### config.mk
export PLATFORM = sky130hd
export DESIGN_NAME = uart_tx_serializer
export DESIGN_NICKNAME = d
export VERILOG_FILES = /design/src/rtl/uart_tx_serializer_pkg.sv /design/src/rtl/baud_edge_detect.sv /design/src/rtl/uart_tx_serializer.sv
export SDC_FILE = /design/constraint.sdc
export NUM_CORES = 1
export LEC_CHECK = 0
export BUFFER_PORTS_ARGS = -buffer_cell sky130_fd_sc_hd__buf_2
export CAP_MARGIN = 20
export CELL_PAD_IN_SITES_DETAIL_PLACEMENT = 0
export CELL_PAD_IN_SITES_GLOBAL_PLACEMENT = 1
export CORE_MARGIN = 2
export CORE_UTILIZATION = 40
export CTS_CLUSTER_SIZE = 24
export DETAILED_ROUTE_END_ITERATION = 8
export PLACE_DENSITY = 0.72
export SETUP_SLACK_MARGIN = 0.02
export SYNTH_ARGS = -nofsm -noshare
export SYNTH_HDL_FRONTEND = slang
export SYNTH_SLANG_ARGS = --single-unit
### constraint.sdc
create_clock -name clk -period 1.8 [get_ports clk]
set_input_delay 0.36 -clock clk [delete_from_list [all_inputs] [get_ports clk]]
set_output_delay 0.36 -clock clk [all_outputs]
set_load 0.005 [all_outputs]
### src/rtl/uart_tx_serializer_pkg.sv
// uart_tx_serializer_pkg
//   Shared definitions for the UART transmit path, also imported by the
//   receiver: FSM state type, parity mode codes and a parity helper.
package uart_tx_serializer_pkg;

  typedef enum logic [2:0] {
    ST_IDLE   = 3'd0,
    ST_SYNC   = 3'd1,
    ST_START  = 3'd2,
    ST_DATA   = 3'd3,
    ST_PARITY = 3'd4,
    ST_STOP   = 3'd5
  } tx_state_e;

  localparam int unsigned PAR_NONE = 0;
  localparam int unsigned PAR_ODD  = 1;
  localparam int unsigned PAR_EVEN = 2;

  // Parity bit for the low nbits of data. Odd mode inverts the XOR so the
  // total number of ones (data + parity) is odd.
  function automatic logic calc_parity(input logic [7:0]  data,
                                       input int unsigned nbits,
                                       input int unsigned mode);
    logic x;
    x = 1'b0;
    for (int unsigned i = 0; i < 8; i++) begin
      if (i < nbits) x = x ^ data[i];
    end
    if (mode == PAR_ODD)       return ~x;
    else if (mode == PAR_EVEN) return x;
    else                       return 1'b0;
  endfunction

endpackage

### src/rtl/baud_edge_detect.sv
// baud_edge_detect
//   Turns the divided baud clock level into a one-clk-wide tick on its
//   rising edge.
//   Ports:
//     clk       in  system clock
//     rst_n     in  asynchronous active-low reset
//     div_clk   in  baud clock level (sampled in clk domain)
//     baud_tick out one-cycle pulse per div_clk rising edge
module baud_edge_detect (
  input  logic clk,
  input  logic rst_n,
  input  logic div_clk,
  output logic baud_tick
);

  logic div_d;

  // Reset to 1 so a high div_clk at reset release is not seen as an edge.
  always_ff @(posedge clk or negedge rst_n) begin
    if (!rst_n) div_d <= 1'b1;
    else        div_d <= div_clk;
  end

  assign baud_tick = div_clk & ~div_d;

endmodule

### src/rtl/uart_tx_serializer.sv
// uart_tx_serializer
//   Serializes one character per valid/ready handshake into a UART frame:
//   start bit, LSB-first data, optional parity, 1 or 2 stop bits. Each bit
//   lasts one baud_tick interval.
//   Parameters: DATA_BITS (5..8), PARITY (0 none, 1 odd, 2 even),
//               STOP_BITS (1 or 2).
//   Ports:
//     clk      in   system clock
//     rst_n    in   asynchronous active-low reset
//     div_clk  in   baud clock level from the divider
//     tx_data  in   character, bits [DATA_BITS-1:0] used
//     tx_valid in   tx_data valid
//     tx_ready out  can accept a character (IDLE)
//     tx       out  registered serial line, idles high
//     tx_busy  out  frame pending or in progress
//     tx_done  out  one-cycle pulse as the last stop bit completes
module uart_tx_serializer
  import uart_tx_serializer_pkg::*;
#(
  parameter int unsigned DATA_BITS = 8,
  parameter int unsigned PARITY    = 0,
  parameter int unsigned STOP_BITS = 1
) (
  input  logic       clk,
  input  logic       rst_n,
  input  logic       div_clk,
  input  logic [7:0] tx_data,
  input  logic       tx_valid,
  output logic       tx_ready,
  output logic       tx,
  output logic       tx_busy,
  output logic       tx_done
);

  localparam logic [2:0] LAST_BIT  = 3'(DATA_BITS - 1);
  localparam logic       LAST_STOP = 1'(STOP_BITS - 1);

  logic       baud_tick;
  tx_state_e  state, state_nxt;
  logic [7:0] shreg, shreg_nxt;
  logic       par_bit, par_nxt;
  logic [2:0] bit_cnt, bit_cnt_nxt;
  logic       stop_cnt, stop_cnt_nxt;
  logic       tx_nxt;
  logic       done_nxt;
  logic       accept;

  baud_edge_detect u_edge (
    .clk       (clk),
    .rst_n     (rst_n),
    .div_clk   (div_clk),
    .baud_tick (baud_tick)
  );

  assign tx_ready = (state == ST_IDLE);
  assign tx_busy  = ~tx_ready;
  assign accept   = tx_valid & tx_ready;

  always_ff @(posedge clk or negedge rst_n) begin
    if (!rst_n) begin
      state    <= ST_IDLE;
      shreg    <= '0;
      par_bit  <= 1'b0;
      bit_cnt  <= '0;
      stop_cnt <= 1'b0;
      tx       <= 1'b1;
      tx_done  <= 1'b0;
    end else begin
      state    <= state_nxt;
      shreg    <= shreg_nxt;
      par_bit  <= par_nxt;
      bit_cnt  <= bit_cnt_nxt;
      stop_cnt <= stop_cnt_nxt;
      tx       <= tx_nxt;
      tx_done  <= done_nxt;
    end
  end

  // Every output bit is computed here one cycle ahead and registered, so
  // tx changes on the clk edge that consumes the tick.
  always_comb begin
    state_nxt    = state;
    shreg_nxt    = shreg;
    par_nxt      = par_bit;
    bit_cnt_nxt  = bit_cnt;
    stop_cnt_nxt = stop_cnt;
    tx_nxt       = tx;
    done_nxt     = 1'b0;

    case (state)
      ST_IDLE: begin
        tx_nxt = 1'b1;
        if (accept) begin
          state_nxt = ST_SYNC;
          shreg_nxt = tx_data;
          par_nxt   = calc_parity(tx_data, DATA_BITS, PARITY);
        end
      end

      // A tick in the accept cycle is ignored; the frame aligns to the next.
      ST_SYNC: begin
        if (baud_tick) begin
          state_nxt = ST_START;
          tx_nxt    = 1'b0;
        end
      end

      ST_START: begin
        if (baud_tick) begin
          state_nxt   = ST_DATA;
          tx_nxt      = shreg[0];
          shreg_nxt   = {1'b0, shreg[7:1]};
          bit_cnt_nxt = '0;
        end
      end

      ST_DATA: begin
        if (baud_tick) begin
          if (bit_cnt == LAST_BIT) begin
            bit_cnt_nxt = '0;
            if (PARITY != PAR_NONE) begin
              state_nxt = ST_PARITY;
              tx_nxt    = par_bit;
            end else begin
              state_nxt = ST_STOP;
              tx_nxt    = 1'b1;
            end
          end else begin
            bit_cnt_nxt = bit_cnt + 3'd1;
            tx_nxt      = shreg[0];
            shreg_nxt   = {1'b0, shreg[7:1]};
          end
        end
      end

      ST_PARITY: begin
        if (baud_tick) begin
          state_nxt = ST_STOP;
          tx_nxt    = 1'b1;
        end
      end

      ST_STOP: begin
        if (baud_tick) begin
          if (stop_cnt == LAST_STOP) begin
            state_nxt    = ST_IDLE;
            stop_cnt_nxt = 1'b0;
            done_nxt     = 1'b1;
          end else begin
            stop_cnt_nxt = 1'b1;
          end
        end
      end

      default: begin
        state_nxt = ST_IDLE;
        tx_nxt    = 1'b1;
      end
    endcase
  end

endmodule

# ---- After elaboration in Yosys (flattened, before gate mapping)
# Index checks and enable logic that the tools add are counted.
dict set report word_totals {
  ff_bits 18
  output_inout_bits 4
  elab_cells 64
}
dict set report op_classes {
  add_sub_neg 1
  eq_ne 15
  muxes 28
  n_bitwise 5
  n_reduce_logical 8
}
# cell count
set op_table {}
lappend op_table {{3-bit two-way mux} 11}
lappend op_table {{8-bit two-way mux} 4}
lappend op_table {{8-bit one-hot mux with 3 select lines} 1}
lappend op_table {{3-bit one-hot mux with 6 select lines} 1}
lappend op_table {{2-bit inequality test, second input constant} 8}
lappend op_table {{5-bit AND reduction} 2}
lappend op_table {{3-bit == test, second input constant} 3}
lappend op_table {{1-bit two-way mux} 9}
lappend op_table {{8-bit AND reduction} 1}
lappend op_table {{3-bit by 2-bit == test with 1-bit output, second input constant} 2}
lappend op_table {{3-bit one-hot mux with 2 select lines} 1}
lappend op_table {{1-bit one-hot mux with 5 select lines} 1}
lappend op_table {{3-bit by 1-bit adder with 3-bit output, second input constant} 1}
lappend op_table {{3-bit by 1-bit == test with 1-bit output, second input constant} 1}
lappend op_table {{3-bit logical NOT} 1}
lappend op_table {{1-bit inverter} 3}
lappend op_table {{3-bit AND reduction} 1}
lappend op_table {{3-bit nonzero test} 1}
lappend op_table {{1-bit bitwise AND} 2}
lappend op_table {{2-bit by 1-bit inequality test with 1-bit output, second input constant} 1}
lappend op_table {{2-bit AND reduction} 1}
lappend op_table {{2-bit nonzero test} 1}

# ---- Longest topological paths before layout
# Gate-level depths: netlist (run 1).
dict set report depth {
  depth_word 4
  ltp_mapped 7
  mapped_depth_nobuf 6
}

# ---- Hierarchy
# From an unflattened synthesis (run 1), not the netlist that was laid out.
dict set report unflattened {
  cells_unflattened 86
  area_unflattened_um2 932.1
}
# mod instances cells_each area_per_inst_um2
set modules_own_cells {}
lappend modules_own_cells {uart_tx_serializer 1 84 892.1}
lappend modules_own_cells {baud_edge_detect 1 2 40.0}

# ---- Least setup slack after synthesis (run 1)
# No wires, ideal clock.
dict set report synth_path {
  path_kind {reg-to-reg}
  start {register bit_cnt[0]}
  end {register shreg[3]}
  setup_time_ps 119
  arrival_ps 1328
  required_ps 1681
  setup_slack_ps 353
  path_stages_with_launch 8
  path_buffers 1
  synth_period_minus_slack_ps 1447
  path_cell_list {dfrtp_1 > ha_1 > ha_1 > and2_1 > a2bb2oi_4 > buf_6 > nand2_1 > o21ai_2}
}
dict set report synth_between {
  elab_chain_cells 3
}
# item line_no
set synth_rtl {}
lappend synth_rtl {{start, declared} uart_tx_serializer.sv:42} ;# logic [2:0] bit_cnt, bit_cnt_nxt;
lappend synth_rtl {{start signal, assigned} uart_tx_serializer.sv:72} ;# bit_cnt <= bit_cnt_nxt;
lappend synth_rtl {{3-bit == test} uart_tx_serializer.sv:119} ;# if (bit_cnt == LAST_BIT) begin
lappend synth_rtl {{2-bit inequality test (no line)} n/a}
lappend synth_rtl {{5-bit AND reduction (no line)} n/a}
lappend synth_rtl {{end signal, assigned} uart_tx_serializer.sv:70} ;# shreg <= shreg_nxt;
lappend synth_rtl {{end, declared} uart_tx_serializer.sv:40} ;# logic [7:0] shreg, shreg_nxt;
# No other way between the ends.
# A chain may end at the register's enable or synchronous reset.

# ---- Worst setup path in the final report (run 1)
dict set report layout_path {
  start {register state[2]}
  end {output tx_ready}
}
dict set report layout_between {
  elab_chain_cells 1
}
# item line_no
set layout_rtl {}
lappend layout_rtl {{start, declared} uart_tx_serializer.sv:39} ;# tx_state_e state, state_nxt;
lappend layout_rtl {{start signal, assigned} uart_tx_serializer.sv:69} ;# state <= state_nxt;
lappend layout_rtl {{3-bit logical NOT} n/a}
lappend layout_rtl {{end, declared} uart_tx_serializer.sv:29} ;# output logic tx_ready,
# No other way between the ends.

==> results.md, run 1 <==
- Data on the critical path arrives at its endpoint at 1.34 ns.
- The fill cell instance count of the final layout is 205.
- The number of nets at the end of the flow is 119.
- The analysis attributes to cell leakage a power of 0.0004588 µW.
- The number of sinks handled by clock tree synthesis is 17.
- Summing over every cut layer, the via total after detailed routing is 650.
- The synthesized design contains 0 enable-type register cells.
- The clock-pin slew of the registers on the worst-case setup and hold paths is 0.10 ns.
- Counting flops with an async set or reset pin after synthesis yields a share of 1.000.
- By area the synthesized netlist is led by sky130_fd_sc_hd__dfrtp_1, sky130_fd_sc_hd__mux2i_1, sky130_fd_sc_hd__nand2_1.
- The run finished with clean final reports.
- The fraction of the yosys area taken by sequential cells is 0.4971.
- Setup violations remaining at the end of the flow were counted as 0.
- The mapped cell area is 860.8 µm².
- The mean post-synth cell area is 10.13 µm².
- The worst vdd rail ir drop is 0.6552 mV.
- Gates resized during post-CTS repair numbered 0.
- The number of warnings printed during yosys synthesis is 0.
- The number of different library cells used by synthesis comes to 26.
- The total count of max-transition violations in the final report is 0.
- The via count of the first global-routing pass came to 646.
- The total nets after synthesis is 99.
- The root buffer cell is sky130_fd_sc_hd__clkbuf_4.
- The kind of start point of the critical path is a register.
- The setup path with the least slack is of type register to primary output.
- The maximum fanout along the worst path is 7.
- The wire length of the first global-routing pass is 2746 µm.
- The critical path goes through or3_4 > clkinv_2 > buf_2.
- The top cell family by delay on the critical path is flip-flops.
- Dividing the detail-routed via count by the number of cells gives 4.962.
- The number of buffer and inverter instances along the worst setup path is 2.
- The number of diodes added for antenna fixing is 0.
- Of the cells placed in the final design, the portion with a size suffix greater than 1 is 0.2981.
- At the pin with the least slew margin, the transition time is 0.4180 ns.
- The count of max-cap constraint violations is 0.
- The die covers 2539 µm².
- The longest individual stage delay on the worst path is 0.46 ns.
- Counting every instance in the synthesized netlist gives 85.
- The share of synthesized area in the top cell type comes to 0.4360.
- The startpoint identified for the worst hold timing path is div_clk.
- For this run, the top clock speed supported by timing is 0.5866 GHz.
- In the global route stage, overall resource usage came out at 0.1414.
- The clock arrives with 0.0006993 ns of skew.
- By count the netlist is led by sky130_fd_sc_hd__nand2_1, sky130_fd_sc_hd__dfrtp_1, sky130_fd_sc_hd__mux2i_1.
- The post-layout worst setup margin is 0.09529 ns.
- The count of routing violations after the opening detailed-route iteration is 14.
- The CTS buffer count is 3.
- The largest net degree at the start of global routing is 18.
- Of the available clock period, the critical path in the final layout requires 0.9471.
- The most common cell in the netlist is sky130_fd_sc_hd__nand2_1.
- After detailed routing, the total wire length is 1532 µm.
- CTS built an H-tree with a depth of 1.
- The worst setup path startpoint is state[2].
- The first detailed-routing pass took 4 iterations.
- The maximum clock insertion buffer count is 2.
- The number of register bits inferred by synthesis is 17.
- At the placement stage, the worst setup path has a slack of 0.2703 ns.
- The average wire per cell in the routed design is 11.69 µm.
- The worst slew margin relative to its limit is 0.7206.
- The worst setup path is captured at a primary output.
- The cell with the largest stage delay on the worst path is sky130_fd_sc_hd__dfrtp_1.
- The core region is 2002 µm².
- Relative to the synthesized area, the layout overhead comes to 16.71%.
- TritonCTS built the clock tree.
- The clock insertion delay at the later pin of the skew report is 0.28 ns.
- The worst endpoint required time is 1.44 ns.
- The largest area contributor in the netlist is sky130_fd_sc_hd__dfrtp_1.
- Setup repair after global routing left no endpoint under its margin.
- The tightest min-delay check is of the input pin to register type.
- The effective utilization at floorplan is 0.4300.
- Dividing total power by cell area gives a power density of 1233 nW/µm².
- The die is 50.39 µm tall.
- After routing, the total negative slack on setup checks comes to 0 ns.
- The total congestion overflow is 0.
- Buffers placed on the I/O ports in this run total 15.
- The floorplan has 16 rows.
- The number of top-level pins is 16.
- The worst path needs 1.705 ns of the cycle, external delays included.
- The final RePlAce weighted congestion is 0.7289.
- The number of antenna violations at the first check in global routing is 0.
- The leading register cell type out of synthesis is sky130_fd_sc_hd__dfrtp_1.
- After detailed routing, the number of remaining DRC violations is 0.
- The worst register-to-register path begins at bit_cnt[0].
- The number of nets still failing antenna checks after routing is 0.
- The die width is 50.39 µm.
- The HPWL after detailed placement is 1117 µm.
- The final-report hold violation count is 0.
-- final timing paths --
| kind | endpoint | slack [ns] | cells past startpoint |
|---|---|---|---|
| worst min register to register | shreg[2] | 0.49 | 2 |
| max in group asynchronous | tx | 0.98 | 2 |
| worst max register to register | tx | 0.27 | 6 |
| min in group asynchronous | bit_cnt[1] | 0.51 | 2 |
| worst min-delay path | u_edge.div_d | 0.19 | 1 |
| worst max-delay path | tx_ready | 0.1 | 3 |
-- logic make-up (layout without fill, tap and decap cells) --
family          count (synthesis)  after routing  share of synthesized area
simple gates                   31             31                     0.1744
compound gates                 22             22                     0.1788
flops                          17             17                     0.4971
mux                             7              7                    0.08140
buf+inv                         6             25                    0.03923
fa+ha+maj                       2              2                    0.02907
-- power breakdown --
group          switching, µW  internal, µW  leakage, µW  total [µW]
clock                    118          82.5    0.0000177         201
combinational            234           213     0.000228         447
sequential              84.8           507     0.000213         592
-- layer usage --
metal  GRT usage  vias up  part of all wire
li1            -      336                 -
met1      0.1723      300              0.47
met2      0.2390       14              0.48
met3     0.02679        0             0.048
met4     0.06757        0                 0
met5           0        -                 0
-- per-stage QoR --
step                      cell area, µm²  hold slack (ns)  power [µW]  std cells  utilization
after floorplan                    860.8          0.06441       925.7         85            -
after global placement             967.2           0.3115        1041        126       0.4831
after detailed placement           967.2           0.3041        1050        126       0.4831
after CTS                           1005           0.1821        1262        131       0.5019
after global routing                1005           0.1822        1362        131       0.5019
final                               1005           0.1946        1239        131       0.5019
-- flip-flops by register name (all words and copies together) (netlist names) --
| signal | cells |
|---|---|
| bit_cnt | 3 |
| shreg | 8 |
| state | 3 |
| tx | 1 |
| tx_done | 1 |
| u_edge.div_d | 1 |
-- placed cells by master, fill, tap and decap left out --
cell type                       Yosys  final
sky130_fd_sc_hd__ha_1               2      2
sky130_fd_sc_hd__buf_4              0      3
sky130_fd_sc_hd__or3_4              1      1
sky130_fd_sc_hd__nand2_1           18     18
sky130_fd_sc_hd__a211oi_1           1      1
sky130_fd_sc_hd__a2bb2oi_4          1      1
sky130_fd_sc_hd__nor2b_1            1      1
sky130_fd_sc_hd__nor2_1             5      5
sky130_fd_sc_hd__clkinv_2           1      2
sky130_fd_sc_hd__dfstp_2            2      2
sky130_fd_sc_hd__nor3_1             3      3
sky130_fd_sc_hd__and4_1             1      1
sky130_fd_sc_hd__inv_1              1      1
sky130_fd_sc_hd__dlygate4sd3_1      0      1
sky130_fd_sc_hd__a21oi_1            3      3
sky130_fd_sc_hd__dfrtp_1           15     15
sky130_fd_sc_hd__o31a_2             1      1
sky130_fd_sc_hd__a21o_1             1      1
sky130_fd_sc_hd__mux2i_1            7      7
sky130_fd_sc_hd__o21ai_2            2      2
sky130_fd_sc_hd__o21ai_0            6      6
sky130_fd_sc_hd__buf_2              2     15
sky130_fd_sc_hd__o211a_1            1      1
sky130_fd_sc_hd__nand4bb_2          1      1
sky130_fd_sc_hd__clkbuf_4           0      3
sky130_fd_sc_hd__and2_1             1      1
sky130_fd_sc_hd__o21ai_1            6      6
-- cell type report --
class / count / area, µm² / share of cell area
Clock inverter: 1 / 5.005 / 0.004981
Tap cell: 27 / 33.78 / 0.03362
Inverter: 2 / 8.758 / 0.008717
Clock buffer: 3 / 22.52 / 0.02242
Timing Repair Buffer: 19 / 107.6 / 0.1071
Sequential cell: 17 / 427.9 / 0.4259
Multi-Input combinational cell: 62 / 399.1 / 0.3973
-- timing repair --
item                                   in CTS  in global routing
buffers inserted                            0                  0
endpoints found under the hold margin      15                  0
setup endpoints to repair                   0                  0
hold buffers                                1                  0
(Power assumes the default switching activity.)
==> run 2, diff against run 1 <==
--- a/config.mk
+++ b/config.mk
@@ -9,12 +9,12 @@
 export CAP_MARGIN = 20
 export CELL_PAD_IN_SITES_DETAIL_PLACEMENT = 0
 export CELL_PAD_IN_SITES_GLOBAL_PLACEMENT = 1
-export CORE_MARGIN = 2
 export CORE_UTILIZATION = 40
 export CTS_CLUSTER_SIZE = 24
 export DETAILED_ROUTE_END_ITERATION = 8
 export PLACE_DENSITY = 0.72
 export SETUP_SLACK_MARGIN = 0.02
+export SLEW_MARGIN = 15
 export SYNTH_ARGS = -nofsm -noshare
 export SYNTH_HDL_FRONTEND = slang
 export SYNTH_SLANG_ARGS = --single-unit
==> run 2 against run 1 <==
  * Clock skew increased by 0.0082 ns
  * Largest power group unchanged
  * Sequential cell count unchanged
  * Routed wire length increased by 5.3%
  * Via count decreased by 1.5%
  * Die area decreased by 7.8%
  * Clock power about the same
==> results.md, run 2 (same netlist as run 1, synthesis figures left out) <==
- Run status: finished, final reports clean (unchanged).
- The combined flip-flop and latch cell area is 430.4 µm² (was 427.9 µm²).
- The most common cell after layout, fill and taps aside is sky130_fd_sc_hd__nand2_1 (unchanged).
- The number of diodes added for antenna fixing came to 0 (unchanged).
- The data arrival time of the critical path is 1.34 ns (about the same).
- The total iterations of the first detailed-routing run came to 2 (was 4).
- The total of buffers placed on input and output ports is 15 (unchanged).
- Top library cells by usage in the layout, fill and taps aside: sky130_fd_sc_hd__nand2_1, sky130_fd_sc_hd__buf_2, sky130_fd_sc_hd__dfrtp_1 (was sky130_fd_sc_hd__nand2_1, sky130_fd_sc_hd__dfrtp_1, sky130_fd_sc_hd__buf_2).
- The die outline height is 48.39 µm (was 50.39 µm).
- The final worst-path cycle share is 0.9439 (was 0.9471).
- The total count of max-transition violations in the final report came to 0 (unchanged).
- The longest individual stage delay on the worst path is 0.46 ns (about the same).
- The via total after detailed routing came to 640 (was 650).
- The placed cell count is 124 (was 126).
- The count of placed standard cells in the final layout, fillers left out is 131 (unchanged).
- The register with the highest flop count is shreg (unchanged).
- The root buffer cell is sky130_fd_sc_hd__clkbuf_4 (unchanged).
- The die outline area came to 2342 µm² (was 2539 µm²).
- The worst vdd rail ir drop is 0.5154 mV (was 0.6552 mV).
- The worst clock skew on the final layout was 0.008923 ns (was 0.0006993 ns).
- The clock-pin slew of the registers on the worst-case setup and hold paths is 0.10 ns (about the same).
- The total negative setup slack is 0 ns (unchanged).
- The floorplan core area is 2002 µm² (unchanged).
- The cell with the largest stage delay on the worst path is sky130_fd_sc_hd__dfrtp_1 (unchanged).
- The number of top-level pins is 16 (unchanged).
- The maximum clock frequency was 0.5886 GHz (was 0.5866 GHz).
- The maximum clock insertion buffer count was 2 (unchanged).
- Critical-path cell list: or3_4 > clkinv_2 > buf_2 (unchanged).
- The area of the multi-input gates is 399.1 µm² (unchanged).
- The via count of the first global-routing pass is 607 (was 646).
- The number of H-tree levels came to 1 (unchanged).
- The fill cell instance count of the final layout was 199 (was 205).
- The kind of start point of the critical path is a register (unchanged).
- The number of nets at the end of the flow came to 119 (unchanged).
- The clock insertion delay at the later pin of the skew report is 0.29 ns (was 0.28 ns).
- The total global routing track utilization is 0.1601 (was 0.1414).
- The CTS buffer count came to 3 (unchanged).
- The TritonCTS clock tree is built (unchanged).
- The share of cells above drive strength 1 is 0.3077 (was 0.2981).
- The die width came to 48.39 µm (was 50.39 µm).
- The static leakage power is 0.0004553 µW (was 0.0004588 µW).
- The worst endpoint required time is 1.44 ns (about the same).
- The number of sinks handled by clock tree synthesis is 17 (unchanged).
- The transition time of the tightest slew-check pin is 0.4174 ns (was 0.4180 ns).
- Registers with the most flip-flops: shreg (8), bit_cnt (3), state (3) (unchanged).
- The final count of negative-setup-slack endpoints is 0 (unchanged).
- The worst slew margin relative to its limit is 0.7211 (was 0.7206).
- The number of antenna violations at the first check in global routing was 0 (unchanged).
- The number of nets still failing antenna checks after routing came to 0 (unchanged).
- The final-report hold violation count was 0 (unchanged).
- The flip-flop count of the largest register, all copies and words added is 8 (unchanged).
- The critical path class is register to primary output (unchanged).
- The class of the most critical hold timing path is input pin to register (unchanged).
- The post-layout minimum cycle time came to 1.699 ns (was 1.705 ns).
- Setup repair after global routing missed its margin: no (unchanged).
- The number of standard-cell rows in the floorplan is 16 (unchanged).
- The wire length reported by the detailed router is 1613 µm (was 1532 µm).
- The wire length of the first global-routing pass is 2835 µm (was 2746 µm).
- The HPWL after detailed placement was 1150 µm (was 1117 µm).
- The number of remaining DRC errors is 0 (unchanged).
- The mean number of vias per cell is 4.885 (was 4.962).
- The total power density per cell area is 1236 nW/µm² (was 1233 nW/µm²).
- The area added between synthesis and finish came to 16.86% (was 16.71%).
- The type of element capturing the critical path is a primary output (unchanged).
- The count of max-cap constraint violations was 0 (unchanged).
- The final RePlAce weighted congestion is 0.7495 (was 0.7289).
- The largest net degree at the start of global routing came to 18 (unchanged).
- The total congestion overflow was 0 (unchanged).
- The count of routing violations after the opening detailed-route iteration is 3 (was 14).
- The effective utilization at floorplan came to 0.4300 (unchanged).
- The maximum fanout along the worst path is 7 (unchanged).
- The average wire per cell in the routed design is 12.31 µm (was 11.69 µm).
[run 2: path summary, 6_finish.rpt]
path                            cells past startpoint  slack [ns]        from            to
worst max-delay path                                3        0.10    state[2]      tx_ready
worst min-delay path                                1        0.18     div_clk  u_edge.div_d
worst max register to register                      6        0.21  bit_cnt[0]            tx
worst min register to register                      2        0.49    shreg[7]      shreg[7]
max in group asynchronous                           2        0.97       rst_n            tx
min in group asynchronous                           2        0.51       rst_n      shreg[0]
[run 2: per-stage QoR]
stage               area, µm²  worst slack (ns)  total power [µW]  utilization  hold slack (ns)
floorplan               860.8            0.3535             925.7            -          0.06441
CTS                     989.7           0.02977              1244       0.4944           0.1693
detailed placement      952.2            0.2481              1028       0.4756           0.3081
finish                   1006            0.1009              1243       0.5025           0.1807
global placement        952.2            0.2968              1017       0.4756           0.3126
global route             1006           0.02231              1366       0.5025           0.1529
[run 2: worst max-delay path, delay by kind of cell, from the launching register on]
| family | cells | cell delay, ns |
|---|---|---|
| AND/OR/NAND/NOR | 1 | 0.42 |
| flip-flops | 1 | 0.46 |
| buffers and inverters | 2 | 0.19 |
[run 2: power by group]
part	switching [µW]	internal, µW	leakage (µW)
clock	117	86.2	0.0000150
combinational	216	207	0.000228
sequential	107	510	0.000212
total	440	803	0.000455
[run 2: timing repair]
action / in CTS / in global routing
endpoints found under the setup margin: 1 / 1
endpoints found under the hold margin: 15 / 0
setup buffers: 0 / 2
hold buffers: 1 / 0
resized for setup: 1 / 1
[run 2: area by class of cell]
type / count / area share
Inverter: 2 / 0.008707
Timing Repair Buffer: 19 / 0.1070
Sequential cell: 17 / 0.4279
Clock buffer: 4 / 0.02612
Tap cell: 27 / 0.03358
Multi-Input combinational cell: 62 / 0.3968
[run 2: metal layers]
layer | vias to the layer above | global-route usage | wire length, µm | share of wire
li1 | 333 | - | - | -
met1 | 292 | 0.2153 | 819 | 0.51
met2 | 10 | 0.2371 | 724 | 0.45
met3 | 5 | 0.04717 | 41 | 0.025
met4 | 0 | 0.07353 | 29 | 0.018
met5 | - | 0 | 0 | 0
==> run 3, diff against run 2 <==
==> constraint.sdc (replaced) <==
create_clock -name clk -period 1.8 [get_ports clk]
set_input_delay 0.09 -clock clk [delete_from_list [all_inputs] [get_ports clk]]
set_output_delay 0.09 -clock clk [all_outputs]
set_load 0.005 [all_outputs]
==> run 3 against run 2 <==
  * Worst setup slack better by 0.17 ns
  * Clock skew up 0.0026 ns
  * Routed wire length fell by 2.4%
  * Non-clock buffer count is 1 higher
  * Critical path depth rose by 2
  * Total power barely moved
  * Count of clock-buffer cells in the layout decreased by 1
  * Global-route usage is 0.59 points lower
  * Critical path type is now register to register
  * Largest cell class unchanged
==> results.md, run 3 (same netlist as run 1, synthesis figures left out) <==
- The total of buffers placed on input and output ports is 15 (unchanged).
- The total iterations of the first detailed-routing run came to 3 (was 2).
- The effective utilization at floorplan is 0.4300 (unchanged).
- The worst endpoint required time came to 1.96 ns (was 1.44 ns).
- The share of cells above drive strength 1 is 0.2952 (was 0.3077).
- The clock-pin slew of the registers on the worst-case setup and hold paths came to 0.11 ns (was 0.10 ns).
- The fill cell instance count of the final layout is 204 (was 199).
- The final-report hold violation count came to 0 (unchanged).
- The largest net degree at the start of global routing is 18 (unchanged).
- The clock insertion delay at the later pin of the skew report is 0.29 ns (about the same).
- The die outline area was 2342 µm² (unchanged).
- The number of diodes added for antenna fixing is 0 (unchanged).
- The die outline height was 48.39 µm (unchanged).
- The worst clock skew on the final layout is 0.01157 ns (was 0.008923 ns).
- The flip-flop count of the largest register, all copies and words added is 8 (unchanged).
- The average wire per cell in the routed design is 11.93 µm (was 12.31 µm).
- The data arrival time of the critical path is 1.69 ns (was 1.34 ns).
- Top library cells by usage in the layout, fill and taps aside: sky130_fd_sc_hd__nand2_1, sky130_fd_sc_hd__dfrtp_1, sky130_fd_sc_hd__buf_2 (was sky130_fd_sc_hd__nand2_1, sky130_fd_sc_hd__buf_2, sky130_fd_sc_hd__dfrtp_1).
- The number of antenna violations at the first check in global routing was 0 (unchanged).
- The class of the most critical hold timing path is input pin to register (unchanged).
- The final count of negative-setup-slack endpoints is 0 (unchanged).
- The wire length of the first global-routing pass is 2815 µm (was 2835 µm).
- The reported net switching power is 440.3 µW (was 440.1 µW).
- The total global routing track utilization is 0.1541 (was 0.1601).
- The number of remaining DRC errors is 0 (unchanged).
- The proportion of power drawn by combinational gates is 0.357 (was 0.340).
- The type of element capturing the critical path is a register (was primary output).
- The clock network power share is 0.164 (was 0.163).
- The transition time of the tightest slew-check pin is 0.4399 ns (was 0.4174 ns).
- The final RePlAce weighted congestion is 0.7694 (was 0.7495).
- The post-layout minimum cycle time came to 1.525 ns (was 1.699 ns).
- The register with the highest flop count is shreg (unchanged).
- The count of placed standard cells in the final layout, fillers left out is 132 (was 131).
- The area added between synthesis and finish came to 17.88% (was 16.86%).
- The root buffer cell is sky130_fd_sc_hd__clkbuf_4 (unchanged).
- The static leakage power is 0.0004630 µW (was 0.0004553 µW).
- The worst slew margin relative to its limit is 0.7060 (was 0.7211).
- The HPWL after detailed placement is 1122 µm (was 1150 µm).
- The number of H-tree levels is 1 (unchanged).
- The via count of the first global-routing pass is 634 (was 607).
- The number of standard-cell rows in the floorplan is 16 (unchanged).
- The total negative setup slack came to 0 ns (unchanged).
- The final worst-path cycle share was 0.8470 (was 0.9439).
- The maximum fanout along the worst path is 16 (was 7).
- The via total after detailed routing is 643 (was 640).
- The CTS buffer count was 3 (unchanged).
- The total power density per cell area is 1224 nW/µm² (was 1236 nW/µm²).
- Registers with the most flip-flops: shreg (8), bit_cnt (3), state (3) (unchanged).
- The number of top-level pins is 16 (unchanged).
- The floorplan core area is 2002 µm² (unchanged).
- The proportion of total power due to net switching was 0.3545 (was 0.3541).
- The worst vdd rail ir drop was 0.6552 mV (was 0.5154 mV).
- The total congestion overflow is 0 (unchanged).
- The placed cell count was 126 (was 124).
- Setup repair after global routing missed its margin: no (unchanged).
- Run status: finished, final reports clean (unchanged).
- The number of nets at the end of the flow is 120 (was 119).
- The part of the total power dissipated in sequential elements was 0.479 (was 0.496).
- The area of placed instances is 967.2 µm² (was 952.2 µm²).
- The critical path class is register to register (was register to primary output).
- The wire length reported by the detailed router is 1575 µm (was 1613 µm).
- The TritonCTS clock tree was built (unchanged).
- The number of sinks handled by clock tree synthesis is 17 (unchanged).
- The mean number of vias per cell is 4.871 (was 4.885).
- The die width came to 48.39 µm (unchanged).
- The count of routing violations after the opening detailed-route iteration is 5 (was 3).
- The number of nets still failing antenna checks after routing is 0 (unchanged).
- The cell-internal power came to 801.8 µW (was 802.9 µW).
- The kind of start point of the critical path is a register (unchanged).
- The final design instance area without fill was 1015 µm² (was 1006 µm²).
- The maximum clock insertion buffer count is 2 (unchanged).
- The maximum clock frequency is 0.6559 GHz (was 0.5886 GHz).
- The number of gates resized after CTS is 0 (was 1).
- The most common cell after layout, fill and taps aside is sky130_fd_sc_hd__nand2_1 (unchanged).
- The buffer count from post-CTS setup fixing came to 0 (unchanged).
- The count of max-cap constraint violations is 0 (unchanged).
- The total count of max-transition violations in the final report is 0 (unchanged).
## run 3: changes by cell type in the layout (fill, tap and decap cells not counted)
cell	change
sky130_fd_sc_hd__clkbuf_1	-1
sky130_fd_sc_hd__dfrtp_1	+2
sky130_fd_sc_hd__dlygate4sd3_1	+1
sky130_fd_sc_hd__dfrtp_2	-2
sky130_fd_sc_hd__clkinv_2	+1
## run 3: per-layer routing
layer  global-route usage  vias to the layer above  wire length, µm  share of wire
met1               0.2097                      296              789           0.50
li1                     -                      338                -              -
met3              0.02830                        0               42          0.027
met4              0.05882                        0                0              0
met2               0.2441                        9              743           0.47
met5                    0                        -                0              0
## run 3: power by group through the flow
stage / clock (µW) / combinational [µW] / sequential, µW
2_1_floorplan: 0 / 355 / 571
3_3_place_gp: 0 / 442 / 603
3_5_place_dp: 0 / 448 / 604
4_1_cts: 212 / 452 / 597
5_1_grt: 234 / 518 / 613
6_report: 204 / 443 / 595
## run 3: cell type report
type | count | area (µm²) | share of cell area
Timing Repair Buffer | 20 | 117.6 | 0.1159
Tap cell | 27 | 33.78 | 0.03329
Sequential cell | 17 | 427.9 | 0.4217
Inverter | 2 | 8.758 | 0.008631
Clock buffer | 3 | 22.52 | 0.02219
Multi-Input combinational cell | 62 | 399.1 | 0.3933
Clock inverter | 1 | 5.005 | 0.004932
## run 3: metrics by stage
step	total power, µW	setup slack, ns	utilization	hold WS, ns
floorplan	925.7	0.3535	-	-0.2056
global placement	1044	0.2962	0.4831	0.03537
detailed placement	1052	0.2553	0.4831	0.03373
CTS	1260	0.2416	0.5069	0.03009
global route	1365	0.1283	0.5069	0.03483
finish	1242	0.2753	0.5069	0.04173
## run 3: timing repair
| action | 4_1_cts | 5_1_grt |
|---|---|---|
| endpoints found under the hold margin | 16 | 0 |
| endpoints found under the setup margin | 0 | 0 |
| hold buffers | 2 | 0 |
## run 3: path summary, 6_finish.rpt
| kind | slack, ns | end | startpoint | cells after the start |
|---|---|---|---|---|
| setup / recovery | 0.28 | shreg[0] | bit_cnt[0] | 5 |
| hold / removal | 0.04 | shreg[7] | tx_data[7] | 3 |
| setup reg to reg | 0.28 | shreg[0] | bit_cnt[0] | 5 |
| hold reg to reg | 0.49 | shreg[3] | shreg[3] | 2 |
| max in group asynchronous | 1.23 | u_edge.div_d | rst_n | 2 |
| min in group asynchronous | 0.24 | shreg[1] | rst_n | 2 |
## run 3: worst max-delay path: stages (launching register included)
cell and delay [ns]:
sky130_fd_sc_hd__dfrtp_1 0.38, sky130_fd_sc_hd__ha_1 0.16, sky130_fd_sc_hd__ha_1 0.18, sky130_fd_sc_hd__and2_1 0.20
sky130_fd_sc_hd__a2bb2oi_4 0.36, sky130_fd_sc_hd__o21ai_1 0.12
